`src/rtl/tau_spi_tx.sv`:
```
// tau_spi_tx: SPI mode-0 master for one lane. Shifts 32-bit words out MSB first,
// captures the returning MISO word, and can chain words inside one CS_n frame.
module tau_spi_tx #(
    parameter int unsigned CLK_DIV = 4,
    parameter int unsigned GAP     = 2
) (
    input  logic        clk,
    input  logic        rstn,
    input  logic [31:0] tx_data,
    input  logic        tx_last,
    input  logic        tx_valid,
    output logic        tx_ready,
    output logic [31:0] rx_data,
    output logic        rx_valid,
    output logic        busy,
    output logic        SCLK,
    output logic        MOSI,
    input  logic        MISO,
    output logic        CS_n
);

    localparam int unsigned WORD_W  = 32;
    localparam int unsigned BIT_W   = 6;
    localparam int unsigned HP_W    = (CLK_DIV > 1) ? $clog2(CLK_DIV) : 1;
    localparam int unsigned GAP_W   = (GAP > 1) ? $clog2(GAP) : 1;
    // Half-period index of the 32nd high phase; its falling edge ends SHIFT.
    localparam int unsigned LAST_HP = 2 * WORD_W - 2;

    typedef enum logic [2:0] {
        S_IDLE,
        S_SETUP,
        S_SHIFT,
        S_HOLD,
        S_WAITN,
        S_GAP
    } state_e;

    state_e            state_q, state_d;
    logic [HP_W-1:0]   hp_q, hp_d;
    logic [BIT_W-1:0]  bit_q, bit_d;
    logic [GAP_W-1:0]  gap_q, gap_d;
    logic [WORD_W-1:0] sh_q, sh_d;
    logic [WORD_W-1:0] cap_q, cap_d;
    logic [WORD_W-1:0] rx_data_q, rx_data_d;
    logic              last_q, last_d;
    logic              sclk_q, sclk_d;
    logic              csn_q, csn_d;
    logic              rx_valid_q, rx_valid_d;
    logic              busy_q, busy_d;
    logic              miso_s1_q, miso_s1_d;
    logic              miso_s2_q, miso_s2_d;
    logic              tick;
    logic [HP_W-1:0]   hp_next;

    // Word acceptance depends on state only, never on tx_valid.
    assign tx_ready = (state_q == S_IDLE) || (state_q == S_WAITN);

    assign rx_data  = rx_data_q;
    assign rx_valid = rx_valid_q;
    assign busy     = busy_q;
    assign SCLK     = sclk_q;
    assign MOSI     = sh_q[WORD_W-1];
    assign CS_n     = csn_q;

    // Half-period timebase shared by SETUP, SHIFT, HOLD and GAP.
    always_comb begin
        tick    = (hp_q == HP_W'(CLK_DIV - 1));
        hp_next = tick ? '0 : hp_q + HP_W'(1);
    end

    // MISO is asynchronous; two flops before it reaches the capture register.
    always_comb begin
        miso_s1_d = MISO;
        miso_s2_d = miso_s1_q;
    end

    always_comb begin
        state_d    = state_q;
        hp_d       = hp_q;
        bit_d      = bit_q;
        gap_d      = gap_q;
        sh_d       = sh_q;
        cap_d      = cap_q;
        rx_data_d  = rx_data_q;
        last_d     = last_q;
        sclk_d     = sclk_q;
        csn_d      = csn_q;
        rx_valid_d = 1'b0;

        unique case (state_q)
            S_IDLE, S_WAITN: begin
                hp_d = '0;
                if (tx_valid) begin
                    sh_d    = tx_data;
                    last_d  = tx_last;
                    csn_d   = 1'b0;
                    bit_d   = '0;
                    state_d = S_SETUP;
                end
            end

            S_SETUP: begin
                hp_d = hp_next;
                if (tick) begin
                    sclk_d  = 1'b1;
                    state_d = S_SHIFT;
                end
            end

            S_SHIFT: begin
                hp_d = hp_next;
                if (tick) begin
                    sclk_d = ~sclk_q;
                    bit_d  = bit_q + BIT_W'(1);
                    if (sclk_q) begin
                        cap_d = {cap_q[WORD_W-2:0], miso_s2_q};
                        if (bit_q == BIT_W'(LAST_HP)) begin
                            bit_d   = '0;
                            state_d = S_HOLD;
                        end else begin
                            sh_d = {sh_q[WORD_W-2:0], 1'b0};
                        end
                    end
                end
            end

            S_HOLD: begin
                hp_d = hp_next;
                if (tick) begin
                    rx_data_d  = cap_q;
                    rx_valid_d = 1'b1;
                    if (last_q) begin
                        csn_d   = 1'b1;
                        gap_d   = '0;
                        state_d = S_GAP;
                    end else begin
                        state_d = S_WAITN;
                    end
                end
            end

            S_GAP: begin
                hp_d = hp_next;
                if (tick) begin
                    if (gap_q == GAP_W'(GAP - 1)) begin
                        gap_d   = '0;
                        state_d = S_IDLE;
                    end else begin
                        gap_d = gap_q + GAP_W'(1);
                    end
                end
            end

            default: begin
                state_d = S_IDLE;
            end
        endcase

        busy_d = (state_d != S_IDLE);
    end

    always_ff @(posedge clk or negedge rstn) begin
        if (!rstn) begin
            state_q    <= S_IDLE;
            hp_q       <= '0;
            bit_q      <= '0;
            gap_q      <= '0;
            sh_q       <= '0;
            cap_q      <= '0;
            rx_data_q  <= '0;
            last_q     <= 1'b0;
            sclk_q     <= 1'b0;
            csn_q      <= 1'b1;
            rx_valid_q <= 1'b0;
            busy_q     <= 1'b0;
            miso_s1_q  <= 1'b0;
            miso_s2_q  <= 1'b0;
        end else begin
            state_q    <= state_d;
            hp_q       <= hp_d;
            bit_q      <= bit_d;
            gap_q      <= gap_d;
            sh_q       <= sh_d;
            cap_q      <= cap_d;
            rx_data_q  <= rx_data_d;
            last_q     <= last_d;
            sclk_q     <= sclk_d;
            csn_q      <= csn_d;
            rx_valid_q <= rx_valid_d;
            busy_q     <= busy_d;
            miso_s1_q  <= miso_s1_d;
            miso_s2_q  <= miso_s2_d;
        end
    end

endmodule

```
`config.mk`:
```
export PLATFORM = sky130hd
export DESIGN_NAME = tau_spi_tx
export DESIGN_NICKNAME = d
export VERILOG_FILES = /design/src/rtl/tau_spi_tx.sv
export SDC_FILE = /design/constraint.sdc
export NUM_CORES = 1
export LEC_CHECK = 0
export CAP_MARGIN = 40
export CORE_MARGIN = 2
export CORE_UTILIZATION = 35
export CTS_BUF_LIST = sky130_fd_sc_hd__clkbuf_8 sky130_fd_sc_hd__clkbuf_16
export DETAILED_ROUTE_END_ITERATION = 7
export GPL_ROUTABILITY_DRIVEN = 0
export HOLD_SLACK_MARGIN = 0.1
export PLACE_DENSITY_LB_ADDON = 0.1
export SYNTH_ARGS = -nofsm -noshare
export SYNTH_HDL_FRONTEND = slang
export SYNTH_SLANG_ARGS = --single-unit
```
`constraint.sdc`:
```
create_clock -name clk -period 3.25 [get_ports clk]
set_clock_uncertainty 0.2 [all_clocks]
set_input_delay 0.4875 -clock clk [delete_from_list [all_inputs] [get_ports clk]]
set_output_delay 0.4875 -clock clk [all_outputs]
set_load 0.05 [all_outputs]
```
After elaboration in Yosys (flattened, before gate mapping)

Cells that the tools add are included.

Word-level logic and storage cells: 87
Output and inout port bits: 38
Bits in registers: 115

Muxes and demuxes: 36
Equal/unequal tests: 15
Bitwise gates (word level): 1
Add/subtract/negate cells: 3
Reduce and logical (&&, ||, !) cells: 18

Operators by type and width:

| operator                                                         | count |
|---|---|
| 32-bit two-way mux                                               | 4 |
| 32-bit case mux with 2 select lines                              | 1 |
| 3-bit two-way mux                                                | 8 |
| 6-bit two-way mux                                                | 4 |
| 2-bit != test (second input constant)                            | 8 |
| 3-bit case mux with 5 select lines                               | 1 |
| 1-bit two-way mux                                                | 12 |
| 6-bit case mux with 2 select lines                               | 1 |
| 2-bit nonzero test                                               | 5 |
| 3-bit AND reduction                                              | 3 |
| 4-bit AND reduction                                              | 2 |
| 6-bit by 1-bit adder with 6-bit output (second input constant)   | 1 |
| 3-bit by 2-bit == test with 1-bit output (second input constant) | 2 |
| 3-bit == test (second input constant)                            | 2 |
| 6-bit == test (second input constant)                            | 1 |
| 1-bit case mux with 2 select lines                               | 3 |
| 5-bit AND reduction                                              | 1 |
| 2-bit case mux with 2 select lines                               | 1 |
| 2-bit AND reduction                                              | 2 |
| 4-bit OR reduction                                               | 1 |
| 3-bit by 1-bit == test with 1-bit output (second input constant) | 1 |
| 3-bit zero test                                                  | 1 |
| 3-bit nonzero test                                               | 1 |
| 2-bit by 1-bit adder with 2-bit output (second input constant)   | 1 |
| other kinds (6)                                                  | 6 |

Logic depth before layout (Yosys ltp)

Gate-level depths: netlist (run 1).

Word-level depth: 6
Gate-level depth with buffers: 7
Depth with buffers taken out: 6

Least setup slack after synthesis (run 1)

OpenSTA, ideal clock, no wires.

Kind: register to register
Start point: reg state_q[0]
End point: reg sh_q[1]
Arrival time: 2.174 ns
Buffers on the path: 2
Cell stages (with the launch flop): 7
Library setup time: 0.125 ns
Path slack: 0.751 ns
Required time: 2.925 ns
Cell sequence: dfrtp_1 -> buf_2 -> nor2_1 -> nand2_1 -> o21ai_4 -> buf_6 -> mux2_2

Longest elaborated chain between the ends: 4

RTL lines:

| what                                                          | line | RTL |
|---|---|---|
| start: declaration                                            | 38   | `state_e state_q, state_d;` |
| start signal: assignment                                      | 179  | `state_q <= state_d;` |
| 3-bit == test or 3-bit zero test (tied branches)              | 90   | `unique case (state_q)` |
| 2-bit OR reduction                                            | 90   |  |
| 2-bit != test (no line) or 2-bit nonzero test (tied branches) | n/a  |  |
| 5-bit AND reduction (no line)                                 | n/a  |  |
| end signal: assignment                                        | 168  | `sh_q <= '0;` |
| end signal: assignment                                        | 183  | `sh_q <= sh_d;` |
| end: declaration                                              | 42   | `logic [WORD_W-1:0] sh_q, sh_d;` |

Parallel ways exist; a longest one is shown, timed or not.
A chain may end at the register's enable or synchronous reset.

Final worst setup path (run 1)

Start point: reg state_q[1]
End point: out tx_ready

Longest elaborated chain between the ends: 2

RTL lines:

| what                                             | line | RTL |
|---|---|---|
| 3-bit == test or 3-bit zero test (tied branches) | 56   | `assign tx_ready = (state_q == S_IDLE) \|\| (state_q == S_WAITN);` |
| 1-bit logical OR *                               | 56   |  |
| end: declaration                                 | 12   | `output logic tx_ready,` |

Mark *: on every way between the ends. The rest lies on a longest branch, timed or not.

==> results.md, run 1 <==
- RSZ-0062 raised after global routing: false
- Die ar.: roughly 15000 um^2
- Detailed Place HPWL: 5780 um
- Slew Limit Headroom: 55.0%
- Synth area leaders: dfrtp_1 (58%), mux2_2 (29%), nand2_1 (1.1%)
- DRC viols: 0
- Leakage: 2.90 nW
- Area leader, netlist: dfrtp_1
- Post-synth EDFFs: 0
- Top-Level Pins: 75
- Least-Margin Pin Slew: between 0.6 and 0.7 ns
- Top cell type's share of synthesized area: 57.8%
- Fmax: 355 MHz
- Hold WC Path Type: flop to flop
- Maxcap violations: 0
- Die Y-Extent: 123 um
- Pin count of the biggest net entering global routing: 54
- Routed vias/inst: 4.73
- WL/cell: 14.6 um
- Crit path kind: flop to output pin
- Synth Cell Area: 4940 um^2
- Mean Syn Cell Area: about 14 um^2
- Sink Count: 115
- Via count: 2921
- CTS tree: yes
- Syn nets: 381
- Synth Flop Type: dfrtp_1
- Fin nets: 466
- ANT cells: 0
- Ys Warns: 0
- Worst-Skew Late Latency: 0.40 ns
- Most frequent cell after synthesis: mux2_2
- Initial drt markers: 75
- Fin Setup TNS: 0 ns
- First-pass GRT wire length: 15300 um
- Final setup fails: 0
- CP required: between 2 and 3 ns
- Post-detailed-route count of antenna-violating nets: 0
- TritonRoute pass-1 iters: 4
- Port bufs: 74
- Final period util: approximately 87%
- Pins Over Slew Limit: 0
- Reg clk slew, reported paths: 0.05 ns
- CP Data Arrival Time: 2.13 ns
- Register area share after synthesis: 58.3%
- Status: complete, no violations
- Ys async rst share: 100%
- CTS Buf Count: 17
- Core Rows: 43
- Initial Utilization: 35.7%
- Total grt overflow: 0
- Synthesis-stage register bit count: roughly 120
- Min cycle time layout: 2.82 ns
- PwrDens: 733 nW/um^2
- Drt total wl: 8990 um
- Mapped Cells: 341
- Gr usage total: a little over an eighth
- Clk buf depth: 2
- Antenna violations before repair: 0
- Yosys cell types: 39
- Vias in the first global route: 3096
- Hold Fails Final Rpt: 0
- Commonest cells post-synth: mux2_2 (127), dfrtp_1 (114), nand2_1 (15), buf_2 (11), nand3_1 (8)
- Core area: around 14000 um^2
- Maximum vdd drop: 0.392 mV
- Layout cells sized above 1: 38.6%
- Hold WS: 0.145 ns
- Chip Width: 123 um
- Critical path capture point type: output pin
- CP Launch Type: flop
- Root Buffer: clkbuf_16
- Worst-path fanout max: 17
- Syn-to-layout area delta: 29.8%
- H-Tree Depth: 4
-- through the flow --
stage / util, % / total power, mW / setup slack, ns / instance area [um^2] / cells
floorplan: - / 2.78 / 0.751 / 4940 / 341
global placement: 42.4 / 3.03 / 0.722 / 5860 / 586
detailed placement: 42.4 / 3.05 / 0.687 / 5860 / 586
CTS: 46.4 / 4.78 / 0.413 / 6410 / 618
global route: 46.4 / 4.98 / 0.325 / 6410 / 618
finish: 46.4 / 4.70 / 0.430 / 6410 / 618
-- final cells by class --
class,instances,area (um^2)
Timing Repair Buffer,82,801
Multi-Input combinational cell,205,1940
Fill cell,1245,7410
Sequential cell,115,2880
Clock inverter,12,92.6
Inverter,5,18.8
Clock buffer,19,453
Tap cell,180,225
-- cells in the final DEF, fill, tap and decap left out, types with 5 or more instances in the layout --
cell type,instances
o31ai_1,5
clkbuf_16,17
nand3_1,8
inv_1,7
mux2_2,127
nand2_1,15
buf_4,8
nor2_1,6
clkinv_2,6
clkdlybuf4s50_1,73
dfrtp_1,114
-- sequential cells by signal, indices dropped and copies added (netlist names), 2 cells and up --
name and count:
hp_q 2, bit_q 6, state_q 3, rx_data 32, sh_q 32, cap_q 32
-- report_power, final --
part | leakage (nW) | switching (mW) | total (mW) | internal, mW
Clock | 0.281 | 0.614 | 1.68 | 1.07
Combinational | 1.11 | 0.492 | 1.08 | 0.589
Sequential | 1.51 | 0.214 | 1.93 | 1.72
Total | 2.90 | 1.32 | 4.70 | 3.38
-- critical path, cell delays in order (launching register included) --
cell             delay (ns)
dfrtp_1                0.57
nor2_1                 0.30
clkdlybuf4s50_1        0.85
-- worst paths after layout --
path	to	startpoint	slack, ns	depth (start not counted)
worst max-delay path	tx_ready	state_q[1]	0.43	2
worst min-delay path	miso_s2_q	miso_s1_q	0.15	0
worst max register to register	sh_q[21]	hp_q[0]	0.72	6
worst min register to register	miso_s2_q	miso_s1_q	0.15	0
max in group asynchronous	sh_q[8]	rstn	1.51	3
min in group asynchronous	rx_data[27]	rstn	0.46	2
-- metal layers --
| layer | track usage [%] | share of wire (%) | vias up |
|---|---|---|---|
| li1 | - | - | 1406 |
| met1 | 17.0 | 47 | 1453 |
| met2 | 20.2 | 46 | 52 |
| met3 | 5.58 | 5.1 | 10 |
| met4 | 6.03 | 1.6 | 0 |
| met5 | 0 | 0 | - |
-- kinds of logic (layout without fill, tap and decap cells) --
logic type	Yosys count	count (layout)	synth area share (%)
buffers and inverters	21	118	2.48
adder cells (fa/ha/maj)	3	3	0.760
AO/OA/AOI/OAI	28	28	4.10
AND/OR/NAND/NOR	44	44	4.79
multiplexers	129	129	29.4
flip-flops	115	115	58.3
XOR/XNOR	1	1	0.177
-- what timing repair did --
item	4_1_cts	5_1_grt
hold endpoints to repair	49	0
hold buffers	1	0
buffers inserted	0	0
resized for setup	0	0
Note: power is estimated with default switching activity, not from simulation.
==> run 2, diff against run 1 <==
--- a/config.mk
+++ b/config.mk
@@ -5,7 +5,6 @@
 export SDC_FILE = /design/constraint.sdc
 export NUM_CORES = 1
 export LEC_CHECK = 0
-export CAP_MARGIN = 40
 export CORE_MARGIN = 2
 export CORE_UTILIZATION = 35
 export CTS_BUF_LIST = sky130_fd_sc_hd__clkbuf_8 sky130_fd_sc_hd__clkbuf_16
==> results of run 2 <==
No change in the layout: final DEF, timing and power equal those of run 1.
==> run 3, diff against run 2 <==
--- a/config.mk
+++ b/config.mk
@@ -8,10 +8,11 @@
 export CORE_MARGIN = 2
 export CORE_UTILIZATION = 35
 export CTS_BUF_LIST = sky130_fd_sc_hd__clkbuf_8 sky130_fd_sc_hd__clkbuf_16
+export CTS_CLUSTER_SIZE = 25
 export DETAILED_ROUTE_END_ITERATION = 7
 export GPL_ROUTABILITY_DRIVEN = 0
 export HOLD_SLACK_MARGIN = 0.1
-export PLACE_DENSITY_LB_ADDON = 0.1
+export PLACE_DENSITY = 0.53
 export SYNTH_ARGS = -nofsm -noshare
 export SYNTH_HDL_FRONTEND = slang
 export SYNTH_SLANG_ARGS = --single-unit
==> results.md, run 3 (synthesis results as in run 1) <==
- CTS Buf Count: 17 (unchanged)
- Critical path capture point type: output pin (unchanged)
- Most common cell after layout, fill and taps aside: mux2_2 (unchanged)
- Port bufs: 74 (unchanged)
- DRC viols: 0 (unchanged)
- Total grt overflow: 0 (unchanged)
- Sink Count: 115 (unchanged)
- CTS tree: yes (unchanged)
- Final WS setup: 0.442 ns (was 0.430 ns)
- Worst-path fanout max: 17 (unchanged)
- Detailed Place HPWL: 5660 um (was 5780 um)
- Final period util: 86.4% (was 86.8%)
- Routed vias/inst: 4.78 (was 4.73)
- Fin nets: 465 (was 466)
- CP Launch Type: flop (unchanged)
- Min cycle time layout: 2.81 ns (was 2.82 ns)
- Syn-to-layout area delta: 30.1% (was 29.8%)
- Maxcap violations: 0 (unchanged)
- Initial drt markers: 165 (was 75)
- Drt total wl: 9140 um (was 8990 um)
- CTS resizes: 0 (unchanged)
- Slew Limit Headroom: 55.8% (was 55.0%)
- Chip Width: 123 um (unchanged)
- WL/cell: 14.8 um (was 14.6 um)
- CP required: 2.56 ns (about the same)
- Commonest non-fill, non-tap cells in the layout: mux2_2 (127), dfrtp_1 (114), clkdlybuf4s50_1 (73) (unchanged)
- Worst path max stage delay: 0.85 ns (about the same)
- Vias in the first global route: 3082 (was 3096)
- Gr usage total: 13.5% (about the same)
- Fmax: 356 MHz (was 355 MHz)
- Die ar.: 15100 um^2 (unchanged)
- Hold WC Path Type: flop to flop (unchanged)
- Post-detailed-route count of antenna-violating nets: 0 (unchanged)
- Antenna violations before repair: 0 (unchanged)
- Reg clk slew, reported paths: 0.06 ns (was 0.05 ns)
- Clk buf depth: 2 (unchanged)
- Least-Margin Pin Slew: 0.663 ns (was 0.674 ns)
- Fillers: 1254 (was 1245)
- PwrDens: 738 nW/um^2 (was 733 nW/um^2)
- Finished Layout Cells: 618 (unchanged)
- Dpl ws: 0.812 ns (was 0.687 ns)
- Leakage: 2.88 nW (was 2.90 nW)
- Top-Level Pins: 75 (unchanged)
- Cts hold-fix bufs: 1 (unchanged)
- Crit path kind: flop to output pin (unchanged)
- # placed instances: 585 (was 586)
- Initial Utilization: 35.7% (unchanged)
- Post CTS Setup Buffer Count: 0 (unchanged)
- Core area: 13800 um^2 (unchanged)
- Final setup fails: 0 (unchanged)
- ANT cells: 0 (unchanged)
- First-pass GRT wire length: 15400 um (was 15300 um)
- CP max stage cell: clkdlybuf4s50_1 (unchanged)
- Hold Fails Final Rpt: 0 (unchanged)
- Pins Over Slew Limit: 0 (unchanged)
- Fin Setup TNS: 0 ns (unchanged)
- Maximum vdd drop: 0.340 mV (was 0.392 mV)
- Root Buffer: clkbuf_16 (unchanged)
- Via count: 2951 (was 2921)
- Core Rows: 43 (unchanged)
- Die Y-Extent: 123 um (unchanged)
- RSZ-0062 raised after global routing: false (unchanged)
- Layout cells sized above 1: 39.0% (was 38.6%)
- Status: complete, no violations (unchanged)
- Worst-Skew Late Latency: 0.41 ns (was 0.40 ns)
- Pin count of the biggest net entering global routing: 67 (was 54)
- H-Tree Depth: 4 (unchanged)
- PnR Total Power: 4.74 mW (was 4.70 mW)
- Cell Chain, Critical Path: nor2_1, clkdlybuf4s50_1 (unchanged)
- TritonRoute pass-1 iters: 4 (unchanged)
- CP Data Arrival Time: 2.12 ns (was 2.13 ns)
[run 3: final cells by class]
type / instances / area [um^2] / share of cell area [%]
multi-input cells: 205 / 1940 / 30.2
well taps: 180 / 225 / 3.51
clock buffers: 19 / 453 / 7.05
inverters: 5 / 18.8 / 0.292
clock inverters: 13 / 100 / 1.56
flip-flops and latches: 115 / 2880 / 44.8
repair buffers: 81 / 806 / 12.5
[run 3: worst paths after layout]
path,start,end,slack [ns],cells after the start
worst max-delay path,state_q[1],tx_ready,0.44,2
worst min-delay path,miso_s1_q,miso_s2_q,0.15,0
worst max register to register,hp_q[0],busy,0.84,7
worst min register to register,miso_s1_q,miso_s2_q,0.15,0
max in group asynchronous,rstn,cap_q[5],1.62,3
min in group asynchronous,rstn,state_q[1],0.46,2
[run 3: report_power, final]
part           switching (mW)  internal (mW)  total [mW]
clock network           0.698           1.02        1.72
registers               0.214           1.72        1.93
logic                   0.499          0.594        1.09
[run 3: worst max-delay path, delay by kind of cell, from the launching register on]
kind / cells / cell delay (ns)
buf+inv: 1 / 0.85
flops: 1 / 0.57
simple gates: 1 / 0.29
[run 3: stage by stage]
| step | hold WS (ns) | utilization, % | cell area (um^2) |
|---|---|---|---|
| finish | 0.152 | 46.5 | 6420 |
| global route | 0.169 | 46.5 | 6420 |
| CTS | 0.153 | 46.5 | 6420 |
| detailed placement | 0.140 | 42.4 | 5860 |
| global placement | 0.135 | 42.4 | 5860 |
| floorplan | -0.00809 | - | 4940 |
[run 3: per-layer routing]
metal | GRT usage (%) | vias to the layer above | part of all wire (%)
li1 | - | 1403 | -
met1 | 17.8 | 1482 | 48
met2 | 19.1 | 57 | 45
met3 | 5.67 | 9 | 5.9
met4 | 6.47 | 0 | 1.3
met5 | 0 | - | 0
